$ cat config.mk
export PLATFORM = sky130hd
export DESIGN_NAME = rxfifo_rd_machine
export DESIGN_NICKNAME = d
export VERILOG_FILES = /design/src/rtl/rxfifo_rd_machine.sv
export SDC_FILE = /design/constraint.sdc
export NUM_CORES = 1
export LEC_CHECK = 0
export ABC_AREA = 1
export CORE_ASPECT_RATIO = 1.4
export CORE_MARGIN = 2
export CORE_UTILIZATION = 45
export DETAILED_ROUTE_END_ITERATION = 8
export PLACE_DENSITY = 0.77
export RECOVER_POWER = 25
export SLEW_MARGIN = 20
export SYNTH_ARGS = -nofsm -noshare
export SYNTH_HDL_FRONTEND = slang
export SYNTH_SLANG_ARGS = --single-unit
$ cat constraint.sdc
create_clock -name clk -period 1.55 [get_ports clk]
set_input_delay 0.31 -clock clk [delete_from_list [all_inputs] [get_ports clk]]
set_output_delay 0.31 -clock clk [all_outputs]
set_load 0.02 [all_outputs]
$ cat src/rtl/rxfifo_rd_machine.sv
// RX FIFO read machine: drains framed records (header + N payload words) from the RX FIFO,
// emits a header descriptor pulse and a valid/ready payload stream, and drops over-length records.
module rxfifo_rd_machine #(
    parameter int DATA_WIDTH      = 32,
    parameter int MAX_FRAME_WORDS = 512,
    parameter int CNT_WIDTH       = 16
) (
    input  logic                  clk,
    input  logic                  reset,
    input  logic                  rxfifo_empty,
    output logic                  rxfifo_rd_en,
    input  logic [DATA_WIDTH-1:0] rxfifo_dread,
    input  logic                  rxfifo_valid,
    input  logic                  rxfifo_underflow,
    output logic                  hdr_valid,
    output logic [15:0]           hdr_tag,
    output logic [15:0]           hdr_len,
    output logic [DATA_WIDTH-1:0] out_data,
    output logic                  out_valid,
    input  logic                  out_ready,
    output logic                  out_last,
    output logic                  frame_done,
    output logic [CNT_WIDTH-1:0]  frame_cnt,
    output logic [CNT_WIDTH-1:0]  drop_cnt,
    output logic                  err_underflow
);

    typedef enum logic [2:0] {
        S_IDLE,
        S_HDR_WAIT,
        S_PAY_REQ,
        S_PAY_WAIT,
        S_PAY_OUT,
        S_DROP_REQ,
        S_DROP_WAIT
    } state_t;

    localparam logic [15:0] LP_MAX_LEN = 16'(MAX_FRAME_WORDS);

    state_t                r_state;
    state_t                w_next;
    logic                  w_rd_en;
    logic [15:0]           w_hdr_len;
    logic [15:0]           w_hdr_tag;
    logic                  w_over_len;
    logic                  w_last_word;

    logic                  r_hdr_valid;
    logic [15:0]           r_hdr_tag;
    logic [15:0]           r_hdr_len;
    logic [DATA_WIDTH-1:0] r_out_data;
    logic                  r_out_valid;
    logic                  r_out_last;
    logic                  r_frame_done;
    logic [CNT_WIDTH-1:0]  r_frame_cnt;
    logic [CNT_WIDTH-1:0]  r_drop_cnt;
    logic                  r_err_underflow;
    logic [15:0]           r_remaining;

    assign w_hdr_tag   = rxfifo_dread[31:16];
    assign w_hdr_len   = rxfifo_dread[15:0];
    assign w_over_len  = (w_hdr_len > LP_MAX_LEN);
    assign w_last_word = (r_remaining == 16'd1);

    always_ff @(posedge clk) begin
        if (reset) begin
            r_state <= S_IDLE;
        end else begin
            r_state <= w_next;
        end
    end

    // Read strobe is combinational from the request states so it lasts exactly one cycle.
    always_comb begin
        w_next  = r_state;
        w_rd_en = 1'b0;
        if (reset) begin
            w_next = S_IDLE;
        end else if (rxfifo_underflow) begin
            w_next = S_IDLE;
        end else begin
            case (r_state)
                S_IDLE: begin
                    if (!rxfifo_empty) begin
                        w_rd_en = 1'b1;
                        w_next  = S_HDR_WAIT;
                    end
                end
                S_HDR_WAIT: begin
                    if (rxfifo_valid) begin
                        if (w_over_len) begin
                            w_next = S_DROP_REQ;
                        end else if (w_hdr_len == 16'd0) begin
                            w_next = S_IDLE;
                        end else begin
                            w_next = S_PAY_REQ;
                        end
                    end
                end
                S_PAY_REQ: begin
                    if (!rxfifo_empty) begin
                        w_rd_en = 1'b1;
                        w_next  = S_PAY_WAIT;
                    end
                end
                S_PAY_WAIT: begin
                    if (rxfifo_valid) begin
                        w_next = S_PAY_OUT;
                    end
                end
                S_PAY_OUT: begin
                    if (out_ready) begin
                        w_next = w_last_word ? S_IDLE : S_PAY_REQ;
                    end
                end
                S_DROP_REQ: begin
                    if (!rxfifo_empty) begin
                        w_rd_en = 1'b1;
                        w_next  = S_DROP_WAIT;
                    end
                end
                S_DROP_WAIT: begin
                    if (rxfifo_valid) begin
                        w_next = w_last_word ? S_IDLE : S_DROP_REQ;
                    end
                end
                default: w_next = S_IDLE;
            endcase
        end
    end

    always_ff @(posedge clk) begin
        if (reset) begin
            r_hdr_valid     <= 1'b0;
            r_hdr_tag       <= '0;
            r_hdr_len       <= '0;
            r_out_data      <= '0;
            r_out_valid     <= 1'b0;
            r_out_last      <= 1'b0;
            r_frame_done    <= 1'b0;
            r_frame_cnt     <= '0;
            r_drop_cnt      <= '0;
            r_err_underflow <= 1'b0;
            r_remaining     <= '0;
        end else begin
            r_hdr_valid  <= 1'b0;
            r_frame_done <= 1'b0;
            // Underflow abandons the partial record without counting it.
            if (rxfifo_underflow) begin
                r_err_underflow <= 1'b1;
                r_out_valid     <= 1'b0;
                r_out_last      <= 1'b0;
            end else begin
                case (r_state)
                    S_HDR_WAIT: begin
                        if (rxfifo_valid) begin
                            r_hdr_tag   <= w_hdr_tag;
                            r_hdr_len   <= w_hdr_len;
                            r_remaining <= w_hdr_len;
                            if (!w_over_len) begin
                                r_hdr_valid <= 1'b1;
                                if (w_hdr_len == 16'd0) begin
                                    r_frame_done <= 1'b1;
                                    r_frame_cnt  <= r_frame_cnt + CNT_WIDTH'(1);
                                end
                            end
                        end
                    end
                    S_PAY_WAIT: begin
                        if (rxfifo_valid) begin
                            r_out_data  <= rxfifo_dread;
                            r_out_valid <= 1'b1;
                            r_out_last  <= w_last_word;
                        end
                    end
                    S_PAY_OUT: begin
                        if (out_ready) begin
                            r_out_valid <= 1'b0;
                            r_out_last  <= 1'b0;
                            r_remaining <= r_remaining - 16'd1;
                            if (w_last_word) begin
                                r_frame_done <= 1'b1;
                                r_frame_cnt  <= r_frame_cnt + CNT_WIDTH'(1);
                            end
                        end
                    end
                    S_DROP_WAIT: begin
                        if (rxfifo_valid) begin
                            r_remaining <= r_remaining - 16'd1;
                            if (w_last_word) begin
                                r_drop_cnt <= r_drop_cnt + CNT_WIDTH'(1);
                            end
                        end
                    end
                    default: ;
                endcase
            end
        end
    end

    assign rxfifo_rd_en  = w_rd_en;
    assign hdr_valid     = r_hdr_valid;
    assign hdr_tag       = r_hdr_tag;
    assign hdr_len       = r_hdr_len;
    assign out_data      = r_out_data;
    assign out_valid     = r_out_valid;
    assign out_last      = r_out_last;
    assign frame_done    = r_frame_done;
    assign frame_cnt     = r_frame_cnt;
    assign drop_cnt      = r_drop_cnt;
    assign err_underflow = r_err_underflow;

endmodule

==> impl_metrics.sql, run 1 <==
INSERT INTO impl_metrics (metric_group, metric, value, unit) VALUES
('status', 'run_status', 'finished, violations left', ''),
('status', 'failing_checks', 'negative setup slack', ''),
('setup_path', 'worst_r2r_path_depth', '10', ''),
('power', 'comb_power_share', '0.127', ''),
('setup_path', 'path_depth', '10', ''),
('global_routing', 'pin_count_of_the_biggest_net_entering_global_routing', '53', ''),
('detailed_routing', 'detailedRoute.firstIterationViolations', '497', ''),
('floorplanning', 'floorplan.rows', '48', ''),
('synth', 'postSynthCellCount', '844', ''),
('detailed_routing', 'dr.pass1.iters', '6', ''),
('clock_network', 'tritoncts', 'done', ''),
('synth', 'synth_sequential_area_ratio', '0.418', ''),
('finish', 'diodes', '0', ''),
('clock_network', 'cts_hold_buf', '0', ''),
('finish', 'finish.cell_count_without_fillers', '1238', ''),
('global_routing', 'aggregate_global_route_resource_usage', '0.255', ''),
('setup_path', 'critPathArrivalTime', '1.98', 'ns'),
('synth', 'netlist_area', '0.00574', 'mm²'),
('worst_hold_path', 'worst_hold_path.num_cells', '3', ''),
('floorplanning', 'design.portCount', '140', ''),
('synth', 'synth_top_cell_area_share', '0.418', ''),
('setup_path', 'crit_top_cell', 'sky130_fd_sc_hd__buf_4', ''),
('synth', 'asyncSetResetFlopFracSynth', '0', ''),
('setup_path', 'critPathKind', 'reg2reg', ''),
('setup_path', 'crit_chain', 'clkinv_4 > buf_6 > nand2_8 > buf_4 > buf_12 > clkinvlp_4 > buf_4 > o21ai_1 > nor2_1 > a211oi_1', ''),
('finish', 'utilization', '0.725', ''),
('power', 'pwr_density_cell', '889', 'mW/mm²'),
('detailed_routing', 'drc', '0', ''),
('timing', 'final.setup_skew', '0.00833', 'ns'),
('synth', 'yosysMostFrequentCell', 'sky130_fd_sc_hd__nor2_1', ''),
('clock_network', 'numClockSinks', '120', ''),
('placement', 'port_buffers', '139', ''),
('placement', 'place.detailed.instances', '1190', ''),
('power', 'max-vdd-ir-drop', '926', 'µV'),
('detailed_routing', 'finalWirelength', '18.5', 'mm'),
('setup_path', 'critical_path.max_fanout', '6', ''),
('power', 'leakagePower', '4.20', 'nW'),
('finish', 'final_nets', '1117', ''),
('setup_path', 'cp_num_buf_inv', '6', ''),
('detailed_routing', 'routed_wire_length_per_instance', '14.9', 'µm'),
('timing', 'finalCritPeriodShare', '1.07', ''),
('placement', 'postPlaceCellArea', '0.00789', 'mm²'),
('timing', 'max_freq', '603', 'MHz'),
('setup_path', 'crit_path_required_time', '1.87', 'ns'),
('timing', 'setup_viol_count_final', '62', ''),
('clock_network', 'numCtsBuffers', '17', ''),
('worst_hold_path', 'timing.hold.worst.class', 'in2reg', ''),
('setup_path', 'cp-start-kind', 'flip-flop', ''),
('synth', 'synth.avg_cell_area', '6.80', 'µm²'),
('timing', 'slew-limit-headroom', '0.746', ''),
('clock_network', 'cts.path.max_buffers', '2', ''),
('placement', 'gpl.final_weighted_congestion', '0.874', ''),
('clock_network', 'ctsHtreeMaxLevel', '4', ''),
('synth', 'syn_nets', '886', ''),
('setup_path', 'regToRegSetupSlack', '-0.11', 'ns'),
('power', 'netSwitchingFraction', '0.280', ''),
('placement', 'post-dp-hpwl', '11.7', 'mm'),
('job', 'reported_max_cap_violation_count', '0', ''),
('power', 'power_share_of_the_clock_group', '0.477', ''),
('setup_path', 'cp_slowest_stage_delay', '0.37', 'ns'),
('detailed_routing', 'route.vias.total', '6482', ''),
('synth', 'synth.largest_area_cell', 'sky130_fd_sc_hd__dfxtp_1', ''),
('setup_path', 'cell_family_contributing_the_most_delay_on_the_critical_path', 'buffers and inverters', ''),
('global_routing', 'grt_first_pass_wirelength', '27.9', 'mm'),
('global_routing', 'antenna_violations_before_repair', '0', ''),
('timing', 'timing.final.ws_setup', '-0.109', 'ns'),
('timing', 'timing.hold.ws', '0.308', 'ns'),
('synth', 'postSynth.topFlopCell', 'sky130_fd_sc_hd__dfxtp_1', ''),
('floorplanning', 'die_w', '99.5', 'µm'),
('timing', 'slew_viol_final', '0', ''),
('floorplanning', 'dieHeight', '138', 'µm');
-- cell type report --
type / count / area [µm²]
clock buffers: 18 / 439
clock inverters: 14 / 128
fillers: 944 / 3400
inverters: 72 / 287
multi-input cells: 618 / 3220
flip-flops and latches: 120 / 2420
well taps: 150 / 188
repair buffers: 246 / 2290
-- through the flow --
step | TNS [ns] | total power [mW] | setup WS, ns
after global placement | -37.33 | 4.07 | -0.491
after floorplan | -0.0141 | 3.66 | -0.0137
after CTS | -0.678 | 7.85 | -0.0805
final | -1.95 | 7.98 | -0.109
after detailed placement | -40.83 | 4.07 | -0.546
after global routing | -9.27 | 8.25 | -0.211
-- flip-flops by register name (all words and copies together), names as in the netlist --
name           count
hdr_len           16
drop_cnt          16
err_underflow      1
out_valid          1
frame_cnt         16
frame_done         1
hdr_tag           16
out_last           1
r_state            3
out_data          32
hdr_valid          1
r_remaining       16
-- worst reg2reg max path, delay by kind of cell, from the launching register on --
family	cells	cell delay, ns
DFF	1	0.37
buffers and inverters	6	0.73
and+or+nand+nor	2	0.14
AOI/OAI and AO/OA	2	0.33
-- what timing repair did --
action | CTS | global route
endpoints found under the setup margin | 165 | 129
pin swaps | 12 | 30
resized for setup | 143 | 119
setup buffers | 10 | 6
cloned | 1 | 2
-- final timing paths --
kind	startpoint	end
max reg2reg	r_state[0]	r_remaining[2]
max	r_state[0]	r_remaining[2]
min reg2reg	err_underflow	err_underflow
min	rxfifo_dread[15]	hdr_len[15]
-- cells in the final DEF, fill, tap and decap left out, drive strengths merged --
cell	synthesis	routed
nor2	206	206
nand2	168	168
dfxtp	120	120
buf	13	107
dlygate4sd2	0	95
o21ai	86	86
inv	72	80
a21oi	66	66
nand3	45	45
clkdlybuf4s50	0	32
clkbuf	21	20
nand4	12	12
nor3	11	11
xor2	10	10
dlymetal6s2s	0	5
clkdlybuf4s15	0	5
ha	4	4
clkinv	0	3
clkinvlp	0	3
xnor2	3	3
nand3b	2	2
o22ai	2	2
and3	1	1
or2	1	1
a211oi	1	1
-- cell families after synthesis --
| logic type | synth area share |
|---|---|
| DFF | 0.418 |
| and+or+nand+nor | 0.327 |
| xor gates and xnor gates | 0.0198 |
| adders and majority gates | 0.00871 |
| buffers and inverters | 0.0821 |
| AOI/OAI and AO/OA | 0.144 |
-- per-layer routing --
metal,GRT usage,wire length (µm)
met2,0.452,9320
met1,0.282,7260
met4,0.0921,563
met3,0.0863,1320
met5,0,0
-- power by group through the flow --
stage | combinational, mW | sequential, mW | clock, mW
2_1_floorplan | 0.405 | 3.26 | 0
3_3_place_gp | 0.843 | 3.23 | 0
3_5_place_dp | 0.849 | 3.23 | 0
4_1_cts | 0.871 | 3.16 | 3.82
5_1_grt | 1.11 | 3.16 | 3.98
6_report | 1.01 | 3.16 | 3.81
Note: power is estimated with default switching activity, not from simulation.
==> run 2: changes to the inputs <==
--- a/config.mk
+++ b/config.mk
@@ -16,3 +16,4 @@
 export SYNTH_ARGS = -nofsm -noshare
 export SYNTH_HDL_FRONTEND = slang
 export SYNTH_SLANG_ARGS = --single-unit
+export TNS_END_PERCENT = 10
==> run 2 against run 1 <==
Against the previous run: the flow still finishes with violations (negative setup slack); highest routed layer unchanged; sequential power barely moved; core utilization fell by 2.2 points; critical endpoint is now frame_cnt[13]; first-iteration DRC count fell by 16%.
==> impl_metrics.sql, run 2 (synthesized netlist as in run 1, its figures left out) <==
INSERT INTO impl_metrics (metric_group, metric, value, unit) VALUES
('setup_path', 'critPathKind', 'reg2reg', ''),
('clock_network', 'numClockSinks', '120', ''),
('finish', 'utilization', '0.703', ''),
('setup_path', 'cp-start-kind', 'flip-flop', ''),
('detailed_routing', 'detail-route-antenna-nets', '0', ''),
('floorplanning', 'die_w', '99.5', 'µm'),
('placement', 'gpl.final_weighted_congestion', '0.901', ''),
('detailed_routing', 'detailedRoute.firstIterationViolations', '415', ''),
('timing', 'max_freq', '595', 'MHz'),
('setup_path', 'crit_slowest_cell', 'sky130_fd_sc_hd__dfxtp_2', ''),
('worst_hold_path', 'timing.hold.worst.class', 'in2reg', ''),
('global_routing', 'first_global_vias', '6190', ''),
('detailed_routing', 'drc', '0', ''),
('floorplanning', 'floorplan.rows', '48', ''),
('finish', 'number_of_flip_flops_in_the_largest_register', '32', ''),
('placement', 'post-dp-hpwl', '11.9', 'mm'),
('global_routing', 'grt_first_pass_wirelength', '27.5', 'mm'),
('timing', 'slew_at_the_pin_with_the_worst_max_slew_slack', '0.445', 'ns'),
('timing', 'slew_viol_final', '0', ''),
('status', 'failing_checks', 'negative setup slack', ''),
('floorplanning', 'dieHeight', '138', 'µm'),
('setup_path', 'cp_num_buf_inv', '2', ''),
('detailed_routing', 'finalWirelength', '17.4', 'mm'),
('setup_path', 'critical_path.endpoint_type', 'flip-flop', ''),
('clock_network', 'numCtsBuffers', '17', ''),
('timing', 'unrepaired_setup_endpoints_after_global_routing', 'true', ''),
('setup_path', 'critical_path.max_fanout', '4', ''),
('floorplanning', 'floorplan.core_area', '0.0124', 'mm²'),
('timing', 'report.final.hold_viol_count', '0', ''),
('floorplanning', 'design.portCount', '140', ''),
('clock_network', 'cts.reportedPaths.clkPinSlew', '0.06', 'ns'),
('clock_network', 'tritoncts', 'done', ''),
('timing', 'post-route-min-period', '1.68', 'ns'),
('finish', 'layout_commonest_cell', 'sky130_fd_sc_hd__nor2_1', ''),
('global_routing', 'antenna_violations_before_repair', '0', ''),
('finish', 'flow.area_growth_from_synthesis', '51.4', '%'),
('detailed_routing', 'routed_wire_length_per_instance', '14.0', 'µm'),
('setup_path', 'crit_path_required_time', '1.85', 'ns'),
('detailed_routing', 'post_drt_via_cell_ratio', '5.16', ''),
('status', 'run_status', 'finished, violations left', ''),
('timing', 'fin_setup_tns', '-1.29', 'ns'),
('floorplanning', 'floorplan.initialDensity', '0.464', ''),
('power', 'pwr_density_cell', '918', 'mW/mm²'),
('setup_path', 'cell_family_contributing_the_most_delay_on_the_critical_path', 'simple AND/OR/NAND/NOR gates', ''),
('setup_path', 'cp_slowest_stage_delay', '0.32', 'ns'),
('global_routing', 'pin_count_of_the_biggest_net_entering_global_routing', '43', ''),
('finish', 'diodes', '0', ''),
('placement', 'port_buffers', '139', ''),
('setup_path', 'critPathArrivalTime', '1.99', 'ns'),
('clock_network', 'clock-root-buffer', 'sky130_fd_sc_hd__clkbuf_16', ''),
('timing', 'timing.final.ws_setup', '-0.131', 'ns'),
('timing', 'finalCritPeriodShare', '1.08', ''),
('job', 'reported_max_cap_violation_count', '0', ''),
('detailed_routing', 'dr.pass1.iters', '5', ''),
('power', 'leakagePower', '4.17', 'nW'),
('timing', 'final.setup_skew', '0.00686', 'ns'),
('clock_network', 'insertion_delay', '0.41', 'ns'),
('timing', 'slew-limit-headroom', '0.701', ''),
('clock_network', 'ctsHtreeMaxLevel', '4', ''),
('finish', 'layout.cells.most_common_list', 'sky130_fd_sc_hd__nor2_1, sky130_fd_sc_hd__nand2_1, sky130_fd_sc_hd__dfxtp_1, sky130_fd_sc_hd__dlygate4sd2_1, sky130_fd_sc_hd__buf_4', ''),
('setup_path', 'crit_chain', 'inv_2 > ha_1 > nand2_1 > nor2_2 > nand2_2 > nand2_4 > nand2_4 > nor2_4 > buf_4 > nand3_2 > nand2_1 > nor2_1', ''),
('finish', 'final_layout_size_suffix_gt1_frac', '0.206', ''),
('clock_network', 'cts.path.max_buffers', '2', ''),
('finish', 'filler_cell_count', '1008', ''),
('detailed_routing', 'route.vias.total', '6399', ''),
('power', 'finalPower', '7.98', 'mW'),
('finish', 'final_nets', '1121', ''),
('timing', 'setup_viol_count_final', '32', ''),
('power', 'max-vdd-ir-drop', '731', 'µV'),
('setup_path', 'regToRegSetupSlack', '-0.13', 'ns'),
('global_routing', 'grt.overflow.total', '0', ''),
('global_routing', 'aggregate_global_route_resource_usage', '0.247', ''),
('floorplanning', 'die-area', '0.0137', 'mm²');
## run 2: worst min-delay path, delay by kind of cell
family | cells | cell delay (ns)
buffers and inverters | 2 | 0.22
AO/OA/AOI/OAI | 1 | 0.13
## run 2: where the power goes
group	switching, mW	internal [mW]
registers	0.0318	3.13
logic	0.511	0.433
clock network	1.51	2.37
## run 2: per-layer routing
metal  GRT usage  vias to the layer above  routed length (µm)
li1            -                     3191                   -
met1       0.270                     2937                6780
met2       0.442                      220                8850
met3      0.0751                       51                1230
met4       0.104                        0                 564
met5           0                        -                   0
## run 2: layout make-up
| cell class | count | area (µm²) | share of cell area |
|---|---|---|---|
| clock buffers | 17 | 425 | 0.0489 |
| clock inverters | 14 | 151 | 0.0174 |
| inverters | 72 | 278 | 0.0319 |
| multi-input cells | 620 | 3050 | 0.351 |
| flip-flops and latches | 120 | 2410 | 0.277 |
| well taps | 150 | 188 | 0.0216 |
| repair buffers | 248 | 2190 | 0.252 |
## run 2: stage by stage
stage | worst slack (ns) | hold WS [ns] | area (µm²) | cells
detailed placement | -0.522 | 0.459 | 7900 | 1193
finish | -0.131 | 0.289 | 8700 | 1241
global route | -0.195 | 0.315 | 8700 | 1241
global placement | -0.480 | 0.447 | 7900 | 1193
floorplan | -0.0222 | 0.426 | 5750 | 844
CTS | -0.182 | 0.465 | 8380 | 1224
## run 2: path summary, 6_finish.rpt
path | startpoint | to | depth (start not counted)
max | r_remaining[1] | frame_cnt[13] | 12
min | rxfifo_dread[14] | hdr_len[14] | 3
max reg2reg | r_remaining[1] | frame_cnt[13] | 12
min reg2reg | out_last | out_last | 2
## run 2: what timing repair did
action,4_1_cts,5_1_grt
hold endpoints to repair,0,0
buffers inserted,0,15
pin swaps,0,21
endpoints found under the setup margin,173,109
hold buffers,0,0
resized for setup,114,64
cloned,0,2
==> run 3: changes to the inputs <==
--- a/config.mk
+++ b/config.mk
@@ -10,7 +10,7 @@
 export CORE_MARGIN = 2
 export CORE_UTILIZATION = 45
 export DETAILED_ROUTE_END_ITERATION = 8
-export PLACE_DENSITY = 0.77
+export PLACE_DENSITY_LB_ADDON = 0.12
 export RECOVER_POWER = 25
 export SLEW_MARGIN = 20
 export SYNTH_ARGS = -nofsm -noshare
==> run 3 against run 2 <==
Against the previous run: the flow still finishes with violations (negative setup slack); clock-buffer cell count up 1; non-clock buffer count decreased by 11; worst hold slack improved by 0.16 ns; first-iteration DRC count fell by 29%; worst setup slack improved by 0.0071 ns; via count shrank 3.5%; total power grew 1.5%; core utilization down 0.98 points; final cell count is 0.81% lower.
==> impl_metrics.sql, run 3 (synthesized netlist as in run 1, its figures left out) <==
INSERT INTO impl_metrics (metric_group, metric, value, unit) VALUES
('clock_network', 'cts.reportedPaths.clkPinSlew', '0.06', 'ns'),
('global_routing', 'grt.overflow.total', '0', ''),
('detailed_routing', 'route.vias.total', '6175', ''),
('power', 'finalPower', '8.10', 'mW'),
('clock_network', 'clock-root-buffer', 'sky130_fd_sc_hd__clkbuf_16', ''),
('finish', 'diodes', '0', ''),
('timing', 'finalCritPeriodShare', '1.08', ''),
('timing', 'post-route-min-period', '1.67', 'ns'),
('finish', 'finish.cell_count_without_fillers', '1231', ''),
('floorplanning', 'floorplan.core_area', '0.0124', 'mm²'),
('timing', 'final.setup_skew', '0.0141', 'ns'),
('setup_path', 'critical_path.endpoint_type', 'flip-flop', ''),
('setup_path', 'critPathCapture', 'frame_cnt[6]', ''),
('timing', 'slew_viol_final', '0', ''),
('finish', 'final_nets', '1110', ''),
('timing', 'slew_at_the_pin_with_the_worst_max_slew_slack', '0.377', 'ns'),
('detailed_routing', 'detail-route-antenna-nets', '0', ''),
('global_routing', 'antenna_violations_before_repair', '0', ''),
('timing', 'max_freq', '597', 'MHz'),
('finish', 'flow.area_growth_from_synthesis', '49.3', '%'),
('finish', 'regArea', '0.00241', 'mm²'),
('global_routing', 'aggregate_global_route_resource_usage', '0.237', ''),
('clock_network', 'insertion_delay', '0.43', 'ns'),
('finish', 'postLayoutCellArea', '0.00858', 'mm²'),
('detailed_routing', 'post_drt_via_cell_ratio', '5.02', ''),
('finish', 'final_layout_size_suffix_gt1_frac', '0.191', ''),
('clock_network', 'tritoncts', 'done', ''),
('timing', 'unrepaired_setup_endpoints_after_global_routing', 'true', ''),
('status', 'run_status', 'finished, violations left', ''),
('setup_path', 'critPathLaunch', 'r_state[0]', ''),
('clock_network', 'numClockSinks', '120', ''),
('detailed_routing', 'drc', '0', ''),
('timing', 'timing.final.ws_setup', '-0.124', 'ns'),
('job', 'reported_max_cap_violation_count', '0', ''),
('timing', 'report.final.hold_viol_count', '0', ''),
('floorplanning', 'die-area', '0.0137', 'mm²'),
('worst_hold_path', 'timing.hold.worst.class', 'in2reg', ''),
('placement', 'port_buffers', '139', ''),
('power', 'pwr_density_cell', '945', 'mW/mm²'),
('detailed_routing', 'dr.pass1.iters', '6', ''),
('power', 'max-vdd-ir-drop', '689', 'µV'),
('finish', 'layout_commonest_cell', 'sky130_fd_sc_hd__nor2_1', ''),
('setup_path', 'regToRegSetupSlack', '-0.12', 'ns'),
('setup_path', 'worstReg2RegStart', 'r_state[0]', ''),
('clock_network', 'ctsHtreeMaxLevel', '4', ''),
('finish', 'layout.cells.most_common_list', 'sky130_fd_sc_hd__nor2_1, sky130_fd_sc_hd__nand2_1, sky130_fd_sc_hd__dfxtp_1, sky130_fd_sc_hd__dlygate4sd2_1, sky130_fd_sc_hd__buf_4', ''),
('floorplanning', 'dieHeight', '138', 'µm'),
('floorplanning', 'die_w', '99.5', 'µm'),
('finish', 'utilization', '0.693', ''),
('floorplanning', 'floorplan.initialDensity', '0.464', ''),
('setup_path', 'critical_path.max_fanout', '8', ''),
('placement', 'post-dp-hpwl', '11.5', 'mm'),
('finish', 'number_of_flip_flops_in_the_largest_register', '32', ''),
('placement', 'gpl.final_weighted_congestion', '0.869', ''),
('clock_network', 'numCtsBuffers', '17', ''),
('placement', 'place.detailed.instances', '1191', ''),
('placement', 'postPlaceCellArea', '0.00790', 'mm²'),
('setup_path', 'critPathKind', 'reg2reg', ''),
('setup_path', 'worst_r2r_path_depth', '11', ''),
('setup_path', 'critPathArrivalTime', '1.99', 'ns'),
('power', 'leakagePower', '4.08', 'nW'),
('global_routing', 'grt_first_pass_wirelength', '26.3', 'mm'),
('finish', 'multi_input_area', '0.00302', 'mm²'),
('timing', 'fin_setup_tns', '-0.691', 'ns'),
('timing', 'slew-limit-headroom', '0.749', ''),
('setup_path', 'crit_path_required_time', '1.87', 'ns'),
('floorplanning', 'design.portCount', '140', ''),
('detailed_routing', 'routed_wire_length_per_instance', '13.4', 'µm'),
('global_routing', 'pin_count_of_the_biggest_net_entering_global_routing', '42', ''),
('global_routing', 'first_global_vias', '5656', ''),
('detailed_routing', 'finalWirelength', '16.5', 'mm'),
('floorplanning', 'floorplan.rows', '48', ''),
('status', 'failing_checks', 'negative setup slack', ''),
('clock_network', 'cts.path.max_buffers', '2', ''),
('timing', 'setup_viol_count_final', '9', ''),
('detailed_routing', 'detailedRoute.firstIterationViolations', '293', ''),
('setup_path', 'cp-start-kind', 'flip-flop', ''),
('setup_path', 'worstReg2RegEnd', 'frame_cnt[6]', ''),
('finish', 'filler_cell_count', '1087', '');
==> run 3: changes by cell type in the layout (fill, tap and decap cells not counted), sizes merged <==
cell,delta
buf,-11
inv,+5
clkdlybuf4s50,+4
dlymetal6s2s,-4
clkinv,-3
clkdlybuf4s15,+2
clkinvlp,-2
dlygate4sd2,-2
clkbuf,+1
==> run 3: how the worst min path moves through the flow <==
stage | start | to | slack (ns) | depth (start not counted)
floorplan | rxfifo_underflow | err_underflow | 0.43 | 2
global placement | out_valid | out_valid | 0.45 | 2
detailed placement | out_valid | out_valid | 0.45 | 2
CTS | out_valid | out_valid | 0.46 | 2
global route | rxfifo_valid | frame_done | 0.46 | 4
finish | rxfifo_valid | frame_done | 0.45 | 4
==> run 3: final cells by class <==
class                   count  share of cell area
flip-flops and latches    120               0.281
inverters                  72              0.0321
repair buffers            237               0.244
multi-input cells         620               0.352
well taps                 150              0.0219
clock buffers              18              0.0512
clock inverters            14              0.0184
==> run 3: layer usage <==
| layer | GRT usage | vias up | part of all wire |
|---|---|---|---|
| met2 | 0.419 | 160 | 0.51 |
| li1 | - | 3157 | - |
| met3 | 0.0736 | 25 | 0.064 |
| met4 | 0.0753 | 0 | 0.013 |
| met1 | 0.274 | 2833 | 0.41 |
| met5 | 0 | - | 0 |
==> run 3: through the flow <==
stage,setup slack (ns),hold WS (ns)
floorplan,-0.0222,0.426
global route,-0.165,0.456
global placement,-0.578,0.451
finish,-0.124,0.450
CTS,-0.199,0.459
detailed placement,-0.590,0.453
==> run 3: power by group <==
group,switching (mW),total (mW),internal [mW]
Sequential,0.0291,3.16,3.13
Clock,1.60,4.05,2.45
Combinational,0.488,0.894,0.406
==> run 3: timing repair <==
action | 4_1_cts | 5_1_grt
resized for setup | 113 | 41
pin swaps | 1 | 19
buffers inserted | 0 | 6
cloned | 0 | 2
hold buffers | 0 | 0
endpoints found under the setup margin | 140 | 127
==> run 3: worst max-delay path: stages, from the launching register on <==
cell                      delay, ns
sky130_fd_sc_hd__dfxtp_2       0.34
sky130_fd_sc_hd__inv_4         0.05
sky130_fd_sc_hd__buf_6         0.10
sky130_fd_sc_hd__nand2_8       0.06
sky130_fd_sc_hd__nor2_4        0.13
sky130_fd_sc_hd__inv_2         0.07
sky130_fd_sc_hd__a21oi_4       0.19
sky130_fd_sc_hd__nand2_4       0.10
sky130_fd_sc_hd__nor2_4        0.31
sky130_fd_sc_hd__nand3_2       0.12
sky130_fd_sc_hd__nand2_2       0.08
sky130_fd_sc_hd__nor2_2        0.03
